File: src/rtl/fsm_seq_pkg.sv
// Shared types and constants for the serial-start timer control FSM.
package fsm_seq_pkg;

    typedef enum logic [2:0] {
        S_IDLE  = 3'd0,
        S_1     = 3'd1,
        S_11    = 3'd2,
        S_110   = 3'd3,
        S_SHIFT = 3'd4,
        S_COUNT = 3'd5,
        S_WAIT  = 3'd6
    } state_t;

    localparam logic [3:0] START_PATTERN = 4'b1101;

    // Counter holds SHIFT_CYCLES-1 down to 0; a single-cycle shift still needs one bit.
    function automatic int unsigned cnt_width(input int unsigned cycles);
        return (cycles > 1) ? $clog2(cycles) : 1;
    endfunction

endpackage

File: src/rtl/fsm_seq_if.sv
// Serial input and datapath-control signals between the front end and fsm_seq.
interface fsm_seq_if;

    logic data;
    logic done_counting;
    logic ack;
    logic shift_ena;
    logic counting;
    logic done;

    modport master (
        output data, done_counting, ack,
        input  shift_ena, counting, done
    );

    modport slave (
        input  data, done_counting, ack,
        output shift_ena, counting, done
    );

endinterface

File: src/rtl/fsm_seq_shift_cnt.sv
// Loadable down-counter that times the shift phase; zero marks the last shift cycle.
module fsm_seq_shift_cnt #(
    parameter int unsigned WIDTH = 2
) (
    input  logic             clk,
    input  logic             reset,
    input  logic             load,
    input  logic [WIDTH-1:0] load_val,
    input  logic             dec,
    output logic             zero
);

    localparam logic [WIDTH-1:0] ONE = WIDTH'(1);

    logic [WIDTH-1:0] cnt_q;
    logic [WIDTH-1:0] cnt_d;

    always_comb begin
        cnt_d = cnt_q;
        if (load) begin
            cnt_d = load_val;
        end else if (dec && (cnt_q != '0)) begin
            cnt_d = cnt_q - ONE;
        end
    end

    always_ff @(posedge clk or negedge reset) begin
        if (!reset) begin
            cnt_q <= '0;
        end else begin
            cnt_q <= cnt_d;
        end
    end

    assign zero = (cnt_q == '0);

endmodule

File: src/rtl/fsm_seq.sv
// Control FSM: detects 1101 on data, pulses shift_ena for SHIFT_CYCLES cycles,
// then waits on done_counting (counting) and ack (done).
module fsm_seq
    import fsm_seq_pkg::*;
#(
    parameter int unsigned SHIFT_CYCLES = 4
) (
    input  logic       clk,
    input  logic       reset,
    fsm_seq_if.slave   bus
);

    localparam int unsigned     CW       = cnt_width(SHIFT_CYCLES);
    localparam logic [CW-1:0]   LOAD_VAL = CW'(SHIFT_CYCLES - 1);

    state_t state_q;
    state_t state_d;
    logic   cnt_load;
    logic   cnt_dec;
    logic   cnt_zero;
    logic   shift_ena_q, shift_ena_d;
    logic   counting_q,  counting_d;
    logic   done_q,      done_d;

    fsm_seq_shift_cnt #(
        .WIDTH (CW)
    ) u_shift_cnt (
        .clk      (clk),
        .reset    (reset),
        .load     (cnt_load),
        .load_val (LOAD_VAL),
        .dec      (cnt_dec),
        .zero     (cnt_zero)
    );

    always_comb begin
        state_d  = state_q;
        cnt_load = 1'b0;
        cnt_dec  = 1'b0;
        case (state_q)
            S_IDLE:  if (bus.data == START_PATTERN[3]) state_d = S_1;
            S_1:     state_d = (bus.data == START_PATTERN[2]) ? S_11 : S_IDLE;
            // A further 1 keeps the "11" prefix alive so 111...101 still matches.
            S_11:    if (bus.data == START_PATTERN[1]) state_d = S_110;
            S_110: begin
                if (bus.data == START_PATTERN[0]) begin
                    state_d  = S_SHIFT;
                    cnt_load = 1'b1;
                end else begin
                    state_d = S_IDLE;
                end
            end
            S_SHIFT: begin
                if (cnt_zero) begin
                    state_d = S_COUNT;
                end else begin
                    cnt_dec = 1'b1;
                end
            end
            S_COUNT: if (bus.done_counting) state_d = S_WAIT;
            S_WAIT:  if (bus.ack) state_d = S_IDLE;
            default: state_d = S_IDLE;
        endcase
    end

    // Outputs are registered copies of the next-state decode, so they line up
    // with state_q yet come straight from flops.
    always_comb begin
        shift_ena_d = (state_d == S_SHIFT);
        counting_d  = (state_d == S_COUNT);
        done_d      = (state_d == S_WAIT);
    end

    always_ff @(posedge clk or negedge reset) begin
        if (!reset) begin
            state_q     <= S_IDLE;
            shift_ena_q <= 1'b0;
            counting_q  <= 1'b0;
            done_q      <= 1'b0;
        end else begin
            state_q     <= state_d;
            shift_ena_q <= shift_ena_d;
            counting_q  <= counting_d;
            done_q      <= done_d;
        end
    end

    assign bus.shift_ena = shift_ena_q;
    assign bus.counting  = counting_q;
    assign bus.done      = done_q;

endmodule

File: src/flat_wrapper.sv
// flat-port wrapper written by rule: the top's interface ports become plain ports
module fsm_seq_flat import fsm_seq_pkg::*;
#(
    parameter int unsigned SHIFT_CYCLES = 4
)
  (clk, reset, bus_data, bus_done_counting, bus_ack, bus_shift_ena, bus_counting, bus_done);
  fsm_seq_if bus_i ();
  input  logic clk;
  input  logic reset;
  input wire logic [$bits(bus_i.data)-1:0] bus_data;
  input wire logic [$bits(bus_i.done_counting)-1:0] bus_done_counting;
  input wire logic [$bits(bus_i.ack)-1:0] bus_ack;
  output wire logic [$bits(bus_i.shift_ena)-1:0] bus_shift_ena;
  output wire logic [$bits(bus_i.counting)-1:0] bus_counting;
  output wire logic [$bits(bus_i.done)-1:0] bus_done;
  assign bus_i.data = bus_data;
  assign bus_i.done_counting = bus_done_counting;
  assign bus_i.ack = bus_ack;
  assign bus_shift_ena = bus_i.shift_ena;
  assign bus_counting = bus_i.counting;
  assign bus_done = bus_i.done;
  fsm_seq #(.SHIFT_CYCLES(SHIFT_CYCLES)) u_core (.clk(clk), .reset(reset), .bus(bus_i));
endmodule
File: config.mk
export PLATFORM = sky130hd
export DESIGN_NAME = fsm_seq_flat
export DESIGN_NICKNAME = d
export VERILOG_FILES = /design/src/rtl/fsm_seq_pkg.sv /design/src/rtl/fsm_seq_if.sv /design/src/rtl/fsm_seq_shift_cnt.sv /design/src/rtl/fsm_seq.sv /design/src/flat_wrapper.sv
export SDC_FILE = /design/constraint.sdc
export NUM_CORES = 1
export LEC_CHECK = 0
export BUFFER_PORTS_ARGS = -buffer_cell sky130_fd_sc_hd__buf_4
export CORE_AREA = 2 2 39 41
export DETAILED_ROUTE_END_ITERATION = 16
export DIE_AREA = 0 0 41 43
export GPL_ROUTABILITY_DRIVEN = 0
export PLACE_DENSITY = 0.54
export SKIP_CTS_REPAIR_TIMING = 1
export SYNTH_ARGS = -nofsm -noshare
export SYNTH_HDL_FRONTEND = slang
export SYNTH_HIERARCHICAL = 1
export SYNTH_SLANG_ARGS = --single-unit
File: constraint.sdc
create_clock -name clk -period 2.1 [get_ports clk]
set_input_delay 0.315 -clock clk [delete_from_list [all_inputs] [get_ports clk]]
set_output_delay 0.315 -clock clk [all_outputs]
set_load 0.02 [all_outputs]
Yosys cells after proc, flatten, opt, wreduce, memory -nomap -nowiden:

Cells that the tools add are included.

* register bits: 8
* bits of input ports: 5
* output and inout port bits: 3
* word-level logic and storage cells: 34

* $add $sub $neg: 1
* equality and inequality tests: 9
* mux-type cells: 14
* reductions and logical operators: 5

Operator list (number)
* $pmux W3 S7: 1
* $eq A3 B3 Y1 const B: 6
* $mux W3: 6
* $eq A3 B2 Y1 const B: 2
* $mux W2: 3
* $mux W1: 4
* $reduce_bool A2 Y1: 2
* $eq A3 B1 Y1 const B: 1
* $logic_not A3 Y1: 1
* $logic_not A2 Y1: 1
* $sub A2 B1 Y2 const B: 1
* $logic_and A1 B1 Y1: 1

Longest topological paths before layout:

Gate-level depths: netlist (run 1).

* depth after elaboration: 6
* gate-level depth with buffers: 5

Modules after synthesis:

Netlist (run 1), hierarchy kept.

Modules (own cells, without submodules)
* fsm_seq: instances 1, cells an instance 29, area an instance 326.6 µm², sequential area each 150.1 µm²
* fsm_seq_shift_cnt: instances 1, cells an instance 13, area an instance 132.6 µm², sequential area each 50.0 µm²

Least setup slack after synthesis (run 1):

Ideal clock, no wire load.

* path kind: register to register
* start point: register u_core.state_q[2]
* end point: register u_core.u_shift_cnt.cnt_q[1]
* setup time: 116 ps
* arrival: 1348 ps
* required time: 1984 ps
* setup slack: 636 ps
* cell stages (with the launch flop): 6
* buffers on the path: 1
* period minus slack after synthesis: 1464 ps
* cell sequence: dfrtp_1 > buf_6 > or2b_1 > nor3_1 > or4b_1 > o311ai_0

* cells in the longest elaborated chain, start to end: 4
* elaborated cells on any way between the ends: 7
* those cells by class: eq/ne (2); mux (3); reduce/logical (2)

RTL lines
* start, declared: line fsm_seq.sv:16 `state_t state_q;`
* start signal, assigned: line fsm_seq.sv:81 `state_q <= state_d;`
* $eq A3 B3 Y1: line fsm_seq.sv:40 `case (state_q)`
* $mux W1: line fsm_seq.sv:40
* via u_core.cnt_dec: line fsm_seq.sv:19 `logic cnt_dec;`
* $logic_and A1 B1 Y1: line fsm_seq_shift_cnt.sv:22 `end else if (dec && (cnt_q != '0)) begin`
* $reduce_bool A2 Y1 (no line)
* end signal, assigned: line fsm_seq_shift_cnt.sv:31 `cnt_q <= cnt_d;`
* end, declared: line fsm_seq_shift_cnt.sv:15 `logic [WIDTH-1:0] cnt_q;`

The timed path passes the listed nets, and every way through them passes these cells.
A chain may end at the register's enable or synchronous reset.

Worst setup path after layout (run 1):

Same ends and word-level chain as after synthesis.

==> impl_metrics.tcl, run 1 <==
set metrics [dict create \
    grt_pass1_wl_mm 1.43 \
    hold_violations 0 \
    grt_max_degree 10 \
    fin_skew_ns 0.00220 \
    cp-start-kind "flop" \
    synth_cell_types 27 \
    dieArea_mm2 0.00176 \
    drt_iter0_markers 4 \
    grt_use_met1 0.186 \
    cts_tree "done" \
    grt_use_met2 0.153 \
    whs_ns 0.417 \
    finalSetupTns_ns 0 \
    vias 337 \
    cts_num_sinks 8 \
    seq_area_frac_synth 0.436 \
    numCtsBuffers 3 \
    period_share 0.771 \
    wl_um 809 \
    drv_cap 0 \
    synth_top_cell_area_share 0.436 \
    crit_arrival_ns 1.75 \
    synth_most_common_cell "dfrtp_1" \
    hp-class "primary input to async pin" \
    power_density_mw_per_mm2 1240 \
    cts_root_buffer "clkbuf_4" \
    drive_above_1_share 0.308 \
    grt_pass1_vias 327 \
    max_freq_ghz 0.618 \
    period_needed_ns 1.62 \
    syn_area_um2 459 \
    htree_levels 1 \
    syn_inst 42 \
    via_per_inst 4.96 \
    die_x_um 41 \
    worstRegToRegCells 4 \
    met3_usage 0.0471 \
    worstSkewPairLatency_ns 0.25 \
    pin_count 8 \
    ys_warn_count 6 \
    slew_violations 0 \
    place_area_um2 519 \
    synth_common_cells "dfrtp_1 (8), inv_1 (3)" \
    final_core_util 0.399 \
    wl_per_cell_um 11.9 \
    crit_type "flop to flop" \
    rsz0062_at_grt "false" \
    nFillCells 137 \
    pre_cts_ws_ns 0.490 \
    antenna_left 0 \
    syn_area_per_cell_um2 10.9 \
    area_growth_pct 20.2 \
    overflow 0 \
    synth_top_cell_by_area "dfrtp_1" \
    outcome "finished, final reports clean" \
    worstPathRequired_ns 2.23 \
    async_flop_share 1.00 \
    clockBufferDepth 2 \
    antenna_found_initial 0 \
    initial_utilization 0.332 \
    grt_busiest_layer "met1" \
    synth_edf_count 0 \
    grtUsageTotal 0.122 \
    portBuffers 7 \
    fp.coreArea_mm2 0.00138 \
    finalSetupViolations 0 \
    synthFlopType "dfrtp_1" \
    netlist_top_cells_area "dfrtp_1 (44%), mux2i_1 (4.4%), or4b_1 (4.4%)" \
    diodes 0 \
    num_rows 14 \
    fp.dieH_um 43 \
    drt_pass1_iterations 4 \
    irDropWorstVdd_mv 0.533 \
    power.leakage_nw 0.258 \
    drc_errors 0 \
    endpoint_kind "flop" \
    synth_seq_cells 8 \
    crit_path_max_fanout 9 \
    worst_slack_ns 0.482 \
    final_area_um2 552 \
    fin_nets 60 \
    clkTransAtPathRegs_ns 0.05 \
    hpwl_um 599 \
]
cell usage in the layout (no fill, tap or decap), types with 2 or more instances in the layout:
cell and count:
buf_4 7, clkbuf_4 3, conb_1 2, dfrtp_1 8, inv_1 3, mux2i_1 2
nand2_1 2, nor2_1 2, nor2b_1 2, or2b_1 2, or4b_1 2
routing by layer:
layer  share of wire  wire [um]
met2            0.44        360
met5               0          0
met1            0.52        423
met3           0.031         25
met4               0          0
path summary, 6_finish.rpt:
kind                                             start                     endpoint  slack [ns]
min                                              reset  u_core/u_shift_cnt/cnt_q[0]        0.42
max                                  u_core/state_q[2]  u_core/u_shift_cnt/cnt_q[1]        0.48
max reg2reg                          u_core/state_q[2]  u_core/u_shift_cnt/cnt_q[1]        0.48
max in group asynchronous                        reset              u_core/bus.done        1.55
min in group clk                     bus_done_counting              u_core/bus.done        0.42
min reg2reg                u_core/u_shift_cnt/cnt_q[0]  u_core/u_shift_cnt/cnt_q[0]        0.59
report_power, final:
| group | switching (mW) | leakage [nW] | internal (mW) |
|---|---|---|---|
| logic | 0.132 | 0.140 | 0.156 |
| registers | 0.0662 | 0.105 | 0.213 |
| clock network | 0.0506 | 0.0138 | 0.0653 |
| total | 0.249 | 0.258 | 0.435 |
cell type report:
| type | instances | area [um2] | area share |
|---|---|---|---|
| Multi-Input combinational cell | 30 | 235 | 0.426 |
| Timing Repair Buffer | 8 | 62.6 | 0.113 |
| Inverter | 3 | 11.3 | 0.0204 |
| Clock buffer | 3 | 22.5 | 0.0408 |
| Sequential cell | 8 | 200 | 0.363 |
| Tap cell | 16 | 20.0 | 0.0363 |
registers in the layout, summed over array words and instances, names as in the netlist:
name	count
u_core/u_shift_cnt/cnt_q	2
u_core/state_q	3
u_core/bus.shift_ena	1
u_core/bus.counting	1
u_core/bus.done	1
worst max-delay path, cell delays in order (launching register included):
cell and delay, ns:
dfrtp_1 0.49, or2b_1 0.27, nor3_1 0.19, or4b_1 0.46, o311ai_0 0.10
metrics by stage:
| step | power (mW) | cells |
|---|---|---|
| after global placement | 0.576 | 64 |
| after detailed placement | 0.571 | 64 |
| final | 0.684 | 68 |
| after floorplan | 0.518 | 43 |
| after global routing | 0.752 | 68 |
| after CTS | 0.691 | 67 |
logic make-up (layout without fill, tap and decap cells):
kind of cell	after synthesis	after routing	synth area share
adders and majority gates	1	1	0.0272
DFF	8	8	0.436
buffers and inverters	5	14	0.0599
AOI/OAI and AO/OA	9	9	0.153
and+or+nand+nor	15	15	0.240
muxes	3	3	0.0763
other	1	2	0.00817
Power figures use the tool's default switching activity.
==> inputs of run 2 (changes only) <==
==> constraint.sdc (replaced) <==
create_clock -name clk -period 1.7 [get_ports clk]
set_input_delay 0.255 -clock clk [delete_from_list [all_inputs] [get_ports clk]]
set_output_delay 0.255 -clock clk [all_outputs]
set_load 0.02 [all_outputs]
==> impl_metrics.tcl, run 2 (synthesis gave the netlist of run 1 again) <==
set metrics [dict create \
    pin_count 8 \
    crit_path_max_fanout 5 \
    crit_arrival_ns 1.67 \
    top_regs "u_core/state_q x3, u_core/u_shift_cnt/cnt_q x2" \
    final_area_um2 582 \
    clkTransAtPathRegs_ns 0.06 \
    wl_um 858 \
    hp-class "primary input to flop" \
    fin_nets 64 \
    via_per_inst 4.99 \
    largest_reg_flops 3 \
    overflow 0 \
    clockBufferDepth 2 \
    cts_tree "done" \
    antenna_left 0 \
    grtUsageTotal 0.139 \
    drt_iter0_markers 4 \
    power.leakage_nw 0.279 \
    antenna_found_initial 0 \
    initial_utilization 0.332 \
    cp-start-kind "flop" \
    nFillCells 143 \
    min_to "u_core/bus.done" \
    diodes 0 \
    slowest_delay_ns 0.45 \
    place_area_um2 549 \
    slew_violations 0 \
    r2r_end "u_core/u_shift_cnt/cnt_q[1]" \
    cts_num_sinks 8 \
    drt_pass1_iterations 4 \
    drive_above_1_share 0.357 \
    max_freq_ghz 0.648 \
    multi_input_area_um2 235 \
    min_path_cells 3 \
    wl_per_cell_um 11.9 \
    finalSetupViolations 0 \
    period_needed_ns 1.54 \
    worstRegToRegCells 4 \
    min_from "bus_done_counting" \
    vias 359 \
    cts_root_buffer "clkbuf_4" \
    irDropWorstVdd_mv 0.541 \
    fin_skew_ns 0.00389 \
    area_growth_pct 26.7 \
    die_x_um 41 \
    grt_pass1_wl_mm 1.61 \
    fp.coreArea_mm2 0.00138 \
    htree_levels 1 \
    portBuffers 7 \
    regArea_um2 200 \
    endpoint_kind "flop" \
    drc_errors 0 \
    dieArea_mm2 0.00176 \
    period_share 0.908 \
    critical-path-slowest-cell "or4b_1" \
    grt_pass1_vias 380 \
    hpwl_um 677 \
    fp.dieH_um 43 \
    outcome "finished, final reports clean" \
    crit_family "simple AND/OR/NAND/NOR gates" \
    power_density_mw_per_mm2 1570 \
    drv_cap 0 \
    crit_chain "or2b_1 -> nor3_1 -> or4b_1 -> o311ai_0" \
    rsz0062_at_grt "false" \
    regMostFlops "u_core/state_q" \
    grt_max_degree 9 \
    path_buf_inv 0 \
    final_cell_mix "buf_4 (11), dfrtp_1 (8), clkbuf_4 (3), inv_1 (3)" \
    final_common_cell "buf_4" \
    worstSkewPairLatency_ns 0.25 \
    hold_violations 0 \
    crit_type "flop to flop" \
    finalSetupTns_ns 0 \
    num_rows 14 \
    r2r_start "u_core/state_q[2]" \
    numCtsBuffers 3 \
    rrSetupSlack_ns 0.16 \
    worstPathRequired_ns 1.83 \
]
run 2: cell types whose count changed in the layout (fill, tap and decap cells not counted):
cell   delta
buf_4     +4
run 2: cell type report:
cell class              instances  area share
clock buffers                   3      0.0387
multi-input cells              30       0.404
flip-flops and latches          8       0.344
repair buffers                 12       0.159
inverters                       3      0.0194
well taps                      16      0.0344
run 2: power by group:
| group | internal [mW] | switching (mW) | total [mW] |
|---|---|---|---|
| Sequential | 0.264 | 0.0474 | 0.311 |
| Clock | 0.0808 | 0.0639 | 0.145 |
| Combinational | 0.246 | 0.213 | 0.458 |
run 2: routing by layer:
metal	global-route usage	vias up	wire, um
li1	-	180	-
met1	0.175	173	390
met2	0.188	6	445
met3	0.0471	0	21
met4	0.100	0	0
met5	0	-	0
run 2: worst max-delay path by stage:
stage	endpoint	from	cells after the start
detailed placement	u_core/u_shift_cnt/cnt_q[1]	u_core/state_q[2]	4
CTS	u_core/u_shift_cnt/cnt_q[1]	u_core/state_q[2]	4
global route	u_core/u_shift_cnt/cnt_q[1]	u_core/state_q[2]	4
global placement	u_core/u_shift_cnt/cnt_q[1]	u_core/u_shift_cnt/cnt_q[0]	5
floorplan	u_core/u_shift_cnt/cnt_q[1]	u_core/state_q[2]	5
finish	u_core/u_shift_cnt/cnt_q[1]	u_core/state_q[2]	4
run 2: metrics by stage:
stage	hold slack, ns	cells	utilization	power (mW)	worst slack, ns
after floorplan	-0.0406	43	-	0.640	0.236
after global placement	0.0822	68	0.397	0.780	0.214
after detailed placement	0.0820	68	0.397	0.775	0.173
after CTS	-0.191	71	0.413	0.925	0.148
after global routing	0.320	72	0.420	1.00	0.0855
final	0.310	72	0.420	0.914	0.157
run 2: worst register-to-register path, stage by stage, from the launching register on:
cell and delay [ns]:
dfrtp_1 0.41, or2b_1 0.26, nor3_1 0.20, or4b_1 0.45, o311ai_0 0.10
==> inputs of run 3 (changes only) <==
--- a/config.mk
+++ b/config.mk
@@ -10,7 +10,6 @@
 export DETAILED_ROUTE_END_ITERATION = 16
 export DIE_AREA = 0 0 41 43
 export GPL_ROUTABILITY_DRIVEN = 0
-export PLACE_DENSITY = 0.54
 export SKIP_CTS_REPAIR_TIMING = 1
 export SYNTH_ARGS = -nofsm -noshare
 export SYNTH_HDL_FRONTEND = slang
==> constraint.sdc (replaced) <==
create_clock -name clk -period 1.9 [get_ports clk]
set_input_delay 0.285 -clock clk [delete_from_list [all_inputs] [get_ports clk]]
set_output_delay 0.285 -clock clk [all_outputs]
set_load 0.02 [all_outputs]
==> impl_metrics.tcl, run 3 (synthesis gave the netlist of run 1 again) <==
set metrics [dict create \
    worstSkewPairLatency_ns 0.25 \
    wl_per_cell_um 11.6 \
    irDropWorstVdd_mv 0.626 \
    final_core_util 0.399 \
    cts_tree "done" \
    critical-path-slowest-cell "dfrtp_1" \
    power_density_mw_per_mm2 1380 \
    initial_utilization 0.332 \
    power.share.clock 0.166 \
    crit_type "flop to flop" \
    cts_num_sinks 8 \
    crit_arrival_ns 1.77 \
    cp-start-kind "flop" \
    whs_ns 0.367 \
    power.leakage_nw 0.258 \
    final_area_um2 552 \
    drc_errors 0 \
    hp-class "primary input to flop" \
    worstPathRequired_ns 2.03 \
    period_share 0.862 \
    fin_nets 60 \
    area_growth_pct 20.2 \
    drt_pass1_iterations 4 \
    max_freq_ghz 0.611 \
    slowest_delay_ns 0.49 \
    crit_family "simple AND/OR/NAND/NOR gates" \
    path_buf_inv 0 \
    cts_root_buffer "clkbuf_4" \
    overflow 0 \
    comb_power_share 0.423 \
    p_int_uw 482 \
    hpwl_um 611 \
    endpoint_kind "flop" \
    worstRegToRegCells 4 \
    final_common_cell "dfrtp_1" \
    nFillCells 133 \
    rsz0062_at_grt "false" \
    finalSetupTns_ns 0 \
    crit_cells 4 \
    drt_iter0_markers 4 \
    outcome "finished, final reports clean" \
    hold_violations 0 \
    p_sw_uw 279 \
    dieArea_mm2 0.00176 \
    p_total_uw 761 \
    clkTransAtPathRegs_ns 0.05 \
    crit_path_max_fanout 9 \
    portBuffers 7 \
    antenna_left 0 \
    grt_max_degree 10 \
    fp.coreArea_mm2 0.00138 \
    regMostFlops "u_core/state_q" \
    htree_levels 1 \
    via_per_inst 4.84 \
    antenna_found_initial 0 \
    min_path_cells 3 \
    drv_cap 0 \
    top_regs "u_core/state_q x3, u_core/u_shift_cnt/cnt_q x2" \
    largest_reg_flops 3 \
    place_area_um2 519 \
    fin_skew_ns 0.00268 \
    pin_count 8 \
    grt_pass1_wl_mm 1.28 \
    finalSetupViolations 0 \
    diodes 0 \
    wl_um 787 \
    die_x_um 41 \
    num_rows 14 \
    numCtsBuffers 3 \
    final_cell_mix "dfrtp_1 (8), buf_4 (7), clkbuf_4 (3), inv_1 (3)" \
    p_seq_frac 0.411 \
    clockBufferDepth 2 \
    crit_chain "or2b_1 -> nor3_1 -> or4b_1 -> o311ai_0" \
    vias 329 \
    grt_pass1_vias 297 \
    drive_above_1_share 0.308 \
    grtUsageTotal 0.114 \
    period_needed_ns 1.64 \
    fp.dieH_um 43 \
    swShare 0.367 \
    slew_violations 0 \
]
==> run 3: stage by stage <==
| stage | setup WS, ns | cells |
|---|---|---|
| final | 0.262 | 68 |
| after global routing | 0.164 | 68 |
| after CTS | 0.259 | 67 |
| after detailed placement | 0.270 | 64 |
| after global placement | 0.315 | 64 |
| after floorplan | 0.436 | 43 |
==> run 3: final timing paths <==
check	from	to	slack, ns
min in group asynchronous	reset	u_core/bus.shift_ena	0.38
hold reg to reg	u_core/u_shift_cnt/cnt_q[0]	u_core/u_shift_cnt/cnt_q[0]	0.62
max in group asynchronous	reset	u_core/bus.done	1.39
setup / recovery	u_core/state_q[2]	u_core/u_shift_cnt/cnt_q[1]	0.26
hold / removal	bus_done_counting	u_core/bus.done	0.37
setup reg to reg	u_core/state_q[2]	u_core/u_shift_cnt/cnt_q[1]	0.26
==> run 3: cell type report <==
class	count	area [um2]	share of cell area
well taps	16	20.0	0.0363
multi-input cells	30	235	0.426
inverters	3	11.3	0.0204
clock buffers	3	22.5	0.0408
flip-flops and latches	8	200	0.363
repair buffers	8	62.6	0.113
==> run 3: worst min-delay path, delay by kind of cell <==
| family | cells | cell delay [ns] |
|---|---|---|
| AND/OR/NAND/NOR | 1 | 0.12 |
| buffers and inverters | 1 | 0.09 |
| AO/OA/AOI/OAI | 1 | 0.07 |
==> run 3: metal layers <==
metal	GRT usage	up-vias	routed length, um
li1	-	171	-
met1	0.147	146	359
met2	0.156	12	373
met3	0.0785	0	55
met4	0.0200	0	0
met5	0	-	0
==> run 3: power by group through the flow <==
| stage | clock network, mW | registers, mW | logic, mW |
|---|---|---|---|
| finish | 0.127 | 0.313 | 0.322 |
| CTS | 0.133 | 0.313 | 0.324 |
| global route | 0.146 | 0.329 | 0.359 |
| detailed placement | 0 | 0.316 | 0.323 |
| floorplan | 0 | 0.285 | 0.288 |
| global placement | 0 | 0.315 | 0.321 |
